`src/rtl/led_pkg.sv`:
```
// Shared types for the LED pattern generator.
// Pattern select codes and breathe ramp direction.
package led_pkg;

    typedef enum logic [1:0] {
        MODE_OFF     = 2'b00,
        MODE_SOLID   = 2'b01,
        MODE_BLINK   = 2'b10,
        MODE_BREATHE = 2'b11
    } mode_t;

    typedef enum logic {
        UP   = 1'b0,
        DOWN = 1'b1
    } br_state_t;

endpackage

```
`src/rtl/pwm_timebase.sv`:
```
// Prescaled PWM timebase: tick every PRESC clocks,
// PWM counter advancing on tick, period_end on wrap.
module pwm_timebase #(
    parameter int PRESC = 4,
    parameter int PWM_W = 8
) (
    input  logic             clk,
    input  logic             rst_n,
    input  logic             en,
    output logic [PWM_W-1:0] cnt,
    output logic             period_end
);

    localparam int PCNT_W = (PRESC > 1) ? $clog2(PRESC) : 1;
    localparam logic [PCNT_W-1:0] PCNT_MAX = PCNT_W'(PRESC - 1);

    logic [PCNT_W-1:0] pcnt_q, pcnt_d;
    logic [PWM_W-1:0]  cnt_q, cnt_d;
    logic              tick;

    always_comb begin
        tick       = en && (pcnt_q == PCNT_MAX);
        period_end = tick && (cnt_q == '1);
        pcnt_d     = pcnt_q + 1'b1;
        cnt_d      = cnt_q;
        if (!en) begin
            pcnt_d = '0;
            cnt_d  = '0;
        end else if (tick) begin
            pcnt_d = '0;
            cnt_d  = cnt_q + 1'b1;
        end
    end

    always_ff @(posedge clk or negedge rst_n) begin
        if (!rst_n) begin
            pcnt_q <= '0;
            cnt_q  <= '0;
        end else begin
            pcnt_q <= pcnt_d;
            cnt_q  <= cnt_d;
        end
    end

    assign cnt = cnt_q;

endmodule

```
`src/rtl/led_breathe.sv`:
```
// User LED pattern generator: off, solid, blink or
// breathe (triangular PWM duty ramp), registered output.
module led_breathe
    import led_pkg::*;
#(
    parameter int PWM_W = 8,
    parameter int PRESC = 4,
    parameter int HOLD  = 2
) (
    input  logic       clk,
    input  logic       rst_n,
    input  logic       en,
    input  logic [1:0] mode,
    output logic       led,
    output logic       period_done
);

    localparam int HCNT_W = (HOLD > 1) ? $clog2(HOLD) : 1;
    localparam logic [HCNT_W-1:0] HCNT_MAX = HCNT_W'(HOLD - 1);

    logic [PWM_W-1:0]  cnt;
    logic              period_end;
    mode_t             mode_in;
    logic              mode_chg;
    logic              step;
    logic              clr;

    mode_t             mode_q, mode_d;
    logic [HCNT_W-1:0] hcnt_q, hcnt_d;
    logic [PWM_W-1:0]  duty_q, duty_d;
    br_state_t         state_q, state_d;
    logic              blink_ph_q, blink_ph_d;
    logic              led_q, led_d;
    logic              period_done_q, period_done_d;

    pwm_timebase #(
        .PRESC (PRESC),
        .PWM_W (PWM_W)
    ) u_tb (
        .clk        (clk),
        .rst_n      (rst_n),
        .en         (en),
        .cnt        (cnt),
        .period_end (period_end)
    );

    // A mode change clears the pattern state and wins over a same-cycle step.
    always_comb begin
        mode_in  = mode_t'(mode);
        mode_chg = (mode_in != mode_q);
        clr      = !en || mode_chg;
        step     = period_end && (hcnt_q == HCNT_MAX);
        mode_d   = en ? mode_in : MODE_OFF;
        hcnt_d   = hcnt_q;
        blink_ph_d = blink_ph_q;
        if (clr) begin
            hcnt_d     = '0;
            blink_ph_d = 1'b0;
        end else if (period_end) begin
            hcnt_d     = step ? '0 : hcnt_q + 1'b1;
            blink_ph_d = step ? ~blink_ph_q : blink_ph_q;
        end
    end

    always_ff @(posedge clk or negedge rst_n) begin
        if (!rst_n) begin
            state_q <= UP;
        end else begin
            state_q <= state_d;
        end
    end

    always_comb begin
        state_d = state_q;
        if (clr) begin
            state_d = UP;
        end else if (step) begin
            unique case (state_q)
                UP:   if (duty_q == '1) state_d = DOWN;
                DOWN: if (duty_q == '0) state_d = UP;
                default: state_d = UP;
            endcase
        end
    end

    // Duty bounces off the rails instead of wrapping.
    always_comb begin
        duty_d = duty_q;
        if (clr) begin
            duty_d = '0;
        end else if (step) begin
            unique case (state_q)
                UP:   duty_d = (duty_q == '1) ? duty_q - 1'b1 : duty_q + 1'b1;
                DOWN: duty_d = (duty_q == '0) ? duty_q + 1'b1 : duty_q - 1'b1;
                default: duty_d = '0;
            endcase
        end
    end

    always_comb begin
        led_d         = 1'b0;
        period_done_d = period_end;
        if (en) begin
            unique case (mode_in)
                MODE_OFF:     led_d = 1'b0;
                MODE_SOLID:   led_d = 1'b1;
                MODE_BLINK:   led_d = !mode_chg && blink_ph_q;
                MODE_BREATHE: led_d = !mode_chg && (cnt < duty_q);
                default:      led_d = 1'b0;
            endcase
        end
    end

    always_ff @(posedge clk or negedge rst_n) begin
        if (!rst_n) begin
            mode_q        <= MODE_OFF;
            hcnt_q        <= '0;
            duty_q        <= '0;
            blink_ph_q    <= 1'b0;
            led_q         <= 1'b0;
            period_done_q <= 1'b0;
        end else begin
            mode_q        <= mode_d;
            hcnt_q        <= hcnt_d;
            duty_q        <= duty_d;
            blink_ph_q    <= blink_ph_d;
            led_q         <= led_d;
            period_done_q <= period_done_d;
        end
    end

    assign led         = led_q;
    assign period_done = period_done_q;

endmodule

```
`config.mk`:
```
export PLATFORM = sky130hd
export DESIGN_NAME = led_breathe
export DESIGN_NICKNAME = d
export VERILOG_FILES = /design/src/rtl/led_pkg.sv /design/src/rtl/pwm_timebase.sv /design/src/rtl/led_breathe.sv
export SDC_FILE = /design/constraint.sdc
export NUM_CORES = 1
export LEC_CHECK = 0
export CAP_MARGIN = 20
export CELL_PAD_IN_SITES_DETAIL_PLACEMENT = 0
export CELL_PAD_IN_SITES_GLOBAL_PLACEMENT = 1
export CORE_UTILIZATION = 50
export CTS_CLUSTER_SIZE = 8
export DETAILED_ROUTE_END_ITERATION = 12
export PLACE_DENSITY_LB_ADDON = 0.1
export RECOVER_POWER = 25
export SLEW_MARGIN = 20
export SYNTH_ARGS = -nofsm -noshare
export SYNTH_HDL_FRONTEND = slang
export SYNTH_SLANG_ARGS = --single-unit
```
`constraint.sdc`:
```
create_clock -name clk -period 5.98 [get_ports clk]
set_input_delay 1.196 -clock clk [delete_from_list [all_inputs] [get_ports clk]]
set_output_delay 1.196 -clock clk [all_outputs]
set_load 0.02 [all_outputs]
```
==> metrics.yaml, run 1 <==
synth:
  yosysWarningCount: 0
  syn-num-nets: 187
  ys_seq_elements: 25
  async_flop_share: 1.000
  yosysSeqAreaShare: 0.3817
  avgSynthCellArea_um2: 9.642
  netlist_area_um2: 1639
  synth_ff_type: "dfrtp_1"
  synthCells: 170
  synth_edf_count: 0
  synth_cell_types: 47
cts:
  max-clock-path-buffers: 2
  cts_resized: 0
  cts_htree_levels: 1
  cts_setup_buffers: 0
  cts.clk_slew.worst_paths_ps: 140
  ctsHoldBuffers: 0
  cts_buffers: 3
  cts_sinks: 25
  clock-root-buffer: "clkbuf_4"
  insertion_delay_ps: 320
  cts_tree: "done"
setup_path:
  setup.worst_path.end_class: "flip-flop"
  crit_path_start_kind: "input port"
  path_max_fanout: 15
  critPathKind: "in -> reg"
  r2r-start: "duty_q[0]$_DFFE_PN0P_"
  cp-endpoint: "duty_q[7]$_DFFE_PN0P_"
  r2r_cells: 6
  critPathRequiredTime_ps: 6230
  ff2ff_setup_slack_ps: 3500
  r2r-end: "duty_q[7]$_DFFE_PN0P_"
  cp_data_arrival_time_ps: 3370
  crit_start: "en"
detailed_routing:
  antenna_left: 0
  drtIter0Drc: 68
  wire_per_inst_um: 15.01
  viasPerCell: 5.849
  route.met3.wl_um: 108
  drtPass1Iterations: 4
  dr.max_layer_used: "met4"
  drc_errors: 0
  drt-met1-wl_mm: 1.528
  routed_wl_mm: 3.273
  vias: 1275
  wl_met2_mm: 1.602
floorplanning:
  io-pin-count: 7
  dieArea_um2: 3511
  fp.dieW_um: 59.26
  die_h_um: 59.26
  rows: 20
  initial_core_util: 0.5325
  core_area_um2: 3078
finish:
  fin_nets: 192
  stdcell_area_um2: 1749
  drive_gt1_frac: 0.07471
  multi_input_area_um2: 947.2
  final_cell_mix: "dfrtp_1 (25), nor2_1 (14), ha_1 (12)"
  final_common_cell: "dfrtp_1"
  regArea_um2: 625.6
  nFillCells: 294
  area_growth_pct: 6.718
  antenna_cells: 0
min_path:
  whs_path_depth: 1
  hold_class: "reg -> reg"
  hp-start: "u_tb.pcnt_q[0]$_DFF_PN0_"
global_routing:
  first_global_vias: 1274
  grt_max_degree: 26
  grt_pass1_wl_mm: 5.865
  grt_antenna_before_repair: 0
  grtUsageTotal: 0.2234
  grt-ovfl-total: 0
sta:
  fin_crit_sh: 0.5231
  fin_worst_skew_ps: 6.611
  max_slew_margin: 0.1176
  finalHoldViolations: 0
  max_clock_freq_mhz: 319.7
  tightest_slew_ps: 1324
  timing.final.crit_period_ps: 3128
  setup_tns_ps: 0
  rsz0062_at_grt: "false"
  timing.hold.ws_ps: 457.8
  drv_slew: 0
  setup_viol: 0
flow_run:
  drv_cap: 0
power:
  power_mw: 0.2702
  p_per_area_nw_per_um2: 154.5
  p_leak_nw: 0.7135
  ir_worst_vdd_uv: 98.62
placed_design:
  placed_cell_area_um2: 1725
  detailed_place_hpwl_mm: 2.425
  port_buffers: 6
  place_congestion: 0.8732
run_status:
  status: "complete, no violations"
## worst min-delay path by stage
stage / to
floorplan: u_tb.pcnt_q[0]$_DFF_PN0_
global route: u_tb.pcnt_q[0]$_DFF_PN0_
global placement: u_tb.pcnt_q[0]$_DFF_PN0_
CTS: u_tb.pcnt_q[0]$_DFF_PN0_
detailed placement: u_tb.pcnt_q[0]$_DFF_PN0_
finish: u_tb.pcnt_q[0]$_DFF_PN0_
## where the power goes
group          internal [mW]  total, mW  switching, mW
Clock                 0.0255     0.0777         0.0522
Combinational        0.00706     0.0181         0.0110
Sequential             0.172      0.174        0.00226
## per-stage QoR
| stage | instances | worst slack, ps | utilization |
|---|---|---|---|
| after floorplan | 170 | 3549 | - |
| after global placement | 214 | 2630 | 0.5606 |
| after detailed placement | 214 | 2511 | 0.5606 |
| after CTS | 218 | 2858 | 0.5703 |
| after global routing | 218 | 2640 | 0.5683 |
| final | 218 | 2852 | 0.5683 |
## Yosys cell counts, types with 4 or more instances
cell type,n,area [um2]
a21oi_1,6,30.03
a31oi_1,4,25.02
and2_1,9,56.30
dfrtp_1,25,625.6
ha_1,12,150.1
inv_1,10,37.54
nand2_1,11,41.29
nand3_1,7,35.03
nand4_1,4,25.02
nor2_1,14,52.55
nor3_1,5,25.02
o21ai_0,7,35.03
or3_1,4,25.02
xnor2_1,9,78.83
## cell families (layout without fill, tap and decap cells)
kind of cell | count (synthesis) | after routing | synth area share
AOI/OAI and AO/OA | 34 | 34 | 0.1534
xor gates and xnor gates | 11 | 11 | 0.05878
and+or+nand+nor | 70 | 70 | 0.2588
muxes | 2 | 2 | 0.01526
buffers and inverters | 16 | 20 | 0.04046
adders and majority gates | 12 | 12 | 0.09160
DFF | 25 | 25 | 0.3817
## flip-flops by register name, summed over array words and instances, names as in the netlist
| register | cells |
|---|---|
| u_tb.pcnt_q | 2 |
| blink_ph_q | 1 |
| led | 1 |
| hcnt_q | 1 |
| duty_q | 8 |
| period_done | 1 |
| state_q | 1 |
| u_tb.cnt | 8 |
| mode_q | 2 |
## cell type report
class | instances | share of cell area
clock buffer | 3 | 0.01288
clock inverter | 1 | 0.004292
inverter | 10 | 0.02146
multi-input combinational | 129 | 0.5415
sequential | 25 | 0.3577
tap | 44 | 0.03147
timing repair buffer | 6 | 0.03076
## worst max-delay path: stages
cell and delay (ps):
clkdlybuf4s50_1 720, nand2_1 260, nor4_4 280, nand2_1 220
or4_1 540, a21oi_1 150
## metal layers
layer  vias to the layer above  GRT usage
met5                         -          0
met4                         0    0.08844
li1                        623          -
met1                       622     0.2931
met2                        26     0.3788
met3                         4    0.01965
(Power assumes the default switching activity.)
==> run 2, diff against run 1 <==
- CORE_UTILIZATION: 50 -> 42
- clock period: 5.98 -> 2.8 ns (I/O delays scaled with it)
==> metrics.yaml, run 2 (same netlist as run 1, synthesis figures left out) <==
run_status:
  status: "complete, no violations"
finish:
  final_common_cell: "dfrtp_1"
  final_cell_mix: "dfrtp_1 (25), nor2_1 (14), ha_1 (12)"
  multi_input_area_um2: 947.2
  fin_nets: 196
  stdcell_area_um2: 1803
  area_growth_pct: 10.00
  finalNonFillerCells: 226
  regArea_um2: 625.6
  drive_gt1_frac: 0.08989
  final_util: 0.4888
  antenna_cells: 0
  nFillCells: 369
global_routing:
  use_met1: 0.2439
  use_met3: 0.03169
  grtUsageTotal: 0.1855
  grt_pass1_wl_mm: 5.927
  busiest_layer: "met2"
  met2_usage: 0.3053
  grt-ovfl-total: 0
  first_global_vias: 1255
  grt_max_degree: 26
  grt_antenna_before_repair: 0
cts:
  cts_setup_buffers: 0
  cts_buffers: 3
  max-clock-path-buffers: 2
  ctsHoldBuffers: 0
  cts_htree_levels: 1
  cts.clk_slew.worst_paths_ps: 100
  clock-root-buffer: "clkbuf_8"
  insertion_delay_ps: 270
  cts_sinks: 25
  cts_resized: 0
  cts_tree: "done"
setup_path:
  path_max_fanout: 7
  critPathKind: "reg -> reg"
  critPathSlowestCell: "nor3b_1"
  crit_buf_inv: 0
  setup.worst_path.end_class: "flip-flop"
  cp_data_arrival_time_ps: 2640
  path_cells: "ha_1 -> and4_1 -> nor3b_1 -> a311oi_1 -> or4_1 -> a21oi_1"
  critPathRequiredTime_ps: 2990
  ff2ff_setup_slack_ps: 350
  max_stage_delay_ps: 600
  crit_path_start_kind: "flip-flop"
  crit_family: "simple AND/OR/NAND/NOR gates"
sta:
  setup_tns_ps: 0
  timing.final.crit_period_ps: 2446
  timing.hold.ws_ps: 444.7
  rsz0062_at_grt: "false"
  fin_worst_skew_ps: 11.42
  max_clock_freq_mhz: 408.8
  max_slew_margin: 0.08117
  drv_slew: 0
  finalHoldViolations: 0
  setup_viol: 0
  tightest_slew_ps: 1378
  fin_ws_ps: 354.1
  fin_crit_sh: 0.8736
placed_design:
  post-place-ws_ps: 327.3
  port_buffers: 6
  place_inst: 222
  detailed_place_hpwl_mm: 2.619
  placed_cell_area_um2: 1760
  place_congestion: 0.8645
floorplanning:
  initial_core_util: 0.4444
  rows: 22
  die_h_um: 64.47
  fp.dieW_um: 64.47
  core_area_um2: 3689
  dieArea_um2: 4156
  io-pin-count: 7
detailed_routing:
  wire_per_inst_um: 15.46
  vias: 1294
  routed_wl_mm: 3.495
  antenna_left: 0
  viasPerCell: 5.726
  drtIter0Drc: 130
  drc_errors: 0
  drtPass1Iterations: 5
min_path:
  hold_class: "reg -> reg"
power:
  p_leak_nw: 0.7449
  power_mw: 0.6315
  ir_worst_vdd_uv: 230.8
  p_per_area_nw_per_um2: 350.2
flow_run:
  drv_cap: 0
==> run 2: worst paths after layout <==
path,from,to,cells past startpoint
worst max-delay path,duty_q[0]$_DFFE_PN0P_,duty_q[7]$_DFFE_PN0P_,6
worst min-delay path,u_tb.pcnt_q[0]$_DFF_PN0_,u_tb.pcnt_q[0]$_DFF_PN0_,1
worst max register to register,duty_q[0]$_DFFE_PN0P_,duty_q[7]$_DFFE_PN0P_,6
worst min register to register,u_tb.pcnt_q[0]$_DFF_PN0_,u_tb.pcnt_q[0]$_DFF_PN0_,1
max in group asynchronous,rst_n,u_tb.cnt[4]$_DFFE_PN0P_,2
min in group asynchronous,rst_n,u_tb.cnt[7]$_DFFE_PN0P_,2
==> run 2: layout make-up <==
type | count | share of cell area
Multi-Input combinational cell | 129 | 0.5253
Sequential cell | 25 | 0.3470
Timing Repair Buffer | 10 | 0.04788
Tap cell | 48 | 0.03331
Clock buffer | 3 | 0.02290
Inverter | 10 | 0.02082
Clock inverter | 1 | 0.002776
==> run 2: report_power, final <==
group / switching (mW) / internal [mW] / leakage (nW)
Clock: 0.119 / 0.0996 / 0.0255
Combinational: 0.0238 / 0.0169 / 0.375
Sequential: 0.00482 / 0.367 / 0.344
Total: 0.148 / 0.484 / 0.745
==> run 2: metal layers <==
layer | vias to the layer above | wire, um
li1 | 633 | -
met1 | 625 | 1632
met2 | 32 | 1697
met3 | 4 | 129
met4 | 0 | 35
met5 | - | 0
==> run 3, diff against run 2 <==
- REMOVE_ABC_BUFFERS: not set -> 1
==> metrics.yaml, run 3 (same netlist as run 1, synthesis figures left out) <==
power:
  sw_frac_of_total: 0.2215
  p_switching_mw: 0.1376
  combPwrFrac: 0.067
  power.internal_mw: 0.4836
  p_seq_frac: 0.599
  power_mw: 0.6211
  p_leak_nw: 0.7449
  pwr-share-clk: 0.334
  ir_worst_vdd_uv: 304.2
  p_per_area_nw_per_um2: 344.5
cts:
  clock-root-buffer: "clkbuf_8"
  max-clock-path-buffers: 2
  ctsHoldBuffers: 0
  cts_htree_levels: 1
  cts_tree: "done"
  cts_resized: 0
  cts_buffers: 3
  cts_sinks: 25
  cts.clk_slew.worst_paths_ps: 90
  cts_setup_buffers: 0
  insertion_delay_ps: 260
setup_path:
  setup.worst_path.end_class: "flip-flop"
  crit_path_start_kind: "flip-flop"
  path_cells: "inv_1 -> ha_1 -> or4b_4 -> o41a_4 -> nor2_4 -> o221ai_2 -> mux2_4"
  critPathSlowestCell: "dfrtp_1"
  crit_family: "simple AND/OR/NAND/NOR gates"
  critPathRequiredTime_ps: 2960
  crit_buf_inv: 1
  max_stage_delay_ps: 470
  path_max_fanout: 8
  cp_data_arrival_time_ps: 2560
  critPathKind: "reg -> reg"
finish:
  nFillCells: 356
  drive_gt1_frac: 0.08989
  antenna_cells: 0
  fin_nets: 196
  area_growth_pct: 10.00
  final_common_cell: "dfrtp_1"
  stdcell_area_um2: 1803
  finalNonFillerCells: 226
  final_cell_mix: "dfrtp_1 (25), nor2_1 (14), ha_1 (12)"
sta:
  fin_crit_sh: 0.8590
  rsz0062_at_grt: "false"
  timing.final.crit_period_ps: 2405
  setup_tns_ps: 0
  max_clock_freq_mhz: 415.8
  tightest_slew_ps: 1321
  finalHoldViolations: 0
  setup_viol: 0
  fin_worst_skew_ps: 6.727
  drv_slew: 0
  max_slew_margin: 0.1192
floorplanning:
  dieArea_um2: 4156
  fp.dieW_um: 64.47
  initial_core_util: 0.4444
  io-pin-count: 7
  die_h_um: 64.47
  core_area_um2: 3689
  rows: 22
min_path:
  hold_class: "reg -> reg"
detailed_routing:
  routed_wl_mm: 3.318
  wire_per_inst_um: 14.68
  drc_errors: 0
  antenna_left: 0
  drtPass1Iterations: 4
  vias: 1268
  viasPerCell: 5.611
  drtIter0Drc: 106
flow_run:
  drv_cap: 0
global_routing:
  grt_pass1_wl_mm: 6.051
  grtUsageTotal: 0.1874
  grt_max_degree: 26
  grt_antenna_before_repair: 0
  grt-ovfl-total: 0
  first_global_vias: 1253
placed_design:
  place_congestion: 0.9094
  place_inst: 222
  detailed_place_hpwl_mm: 2.455
  port_buffers: 6
  placed_cell_area_um2: 1760
run_status:
  status: "complete, no violations"
[run 3: cell counts in the layout (fill, tap and decap cells not counted)]
No cell type changed its count.
[run 3: power groups by stage]
stage / clock network, mW / logic, mW / registers (mW)
4_1_cts: 0.222 / 0.0436 / 0.372
2_1_floorplan: 0 / 0.0186 / 0.379
5_1_grt: 0.240 / 0.0476 / 0.373
6_report: 0.208 / 0.0413 / 0.372
3_3_place_gp: 0 / 0.0421 / 0.379
3_5_place_dp: 0 / 0.0434 / 0.379
[run 3: worst register-to-register path: stages (launching register included)]
cell and delay, ps:
dfrtp_1 470, inv_1 140, ha_1 170, or4b_4 480
o41a_4 430, nor2_4 170, o221ai_2 130, mux2_4 310
[run 3: metrics by stage]
step	hold slack, ps	worst slack [ps]	utilization
2_1_floorplan	264.4	573.7	-
3_5_place_dp	445.4	304.3	0.4773
6_report	458.4	394.8	0.4888
5_1_grt	500.3	248.6	0.4888
3_3_place_gp	422.3	368.6	0.4773
4_1_cts	458.0	400.2	0.4898
[run 3: path summary, 6_finish.rpt]
kind | cells after the start | end | from | slack, ps
setup / recovery | 7 | duty_q[2]$_DFFE_PN0P_ | duty_q[0]$_DFFE_PN0P_ | 390
hold / removal | 1 | u_tb.pcnt_q[0]$_DFF_PN0_ | u_tb.pcnt_q[0]$_DFF_PN0_ | 460
setup reg to reg | 7 | duty_q[2]$_DFFE_PN0P_ | duty_q[0]$_DFFE_PN0P_ | 390
hold reg to reg | 1 | u_tb.pcnt_q[0]$_DFF_PN0_ | u_tb.pcnt_q[0]$_DFF_PN0_ | 460
max in group asynchronous | 2 | duty_q[1]$_DFFE_PN0P_ | rst_n | 910
min in group asynchronous | 2 | led$_DFF_PN0_ | rst_n | 1100
[run 3: layer usage]
metal,global-route usage,routed length (um),share of wire,vias to the layer above
met5,0,0,0,-
met4,0.04444,23,0.0069,0
met3,0.04401,150,0.045,2
met2,0.2987,1518,0.46,30
met1,0.2561,1626,0.49,604
li1,-,-,-,632
[run 3: layout make-up]
type | instances | area (um2) | area share
repair buffers | 10 | 86.33 | 0.04788
flip-flops and latches | 25 | 625.6 | 0.3470
clock inverters | 1 | 5.005 | 0.002776
well taps | 48 | 60.06 | 0.03331
clock buffers | 3 | 41.29 | 0.02290
multi-input cells | 129 | 947.2 | 0.5253
inverters | 10 | 37.54 | 0.02082
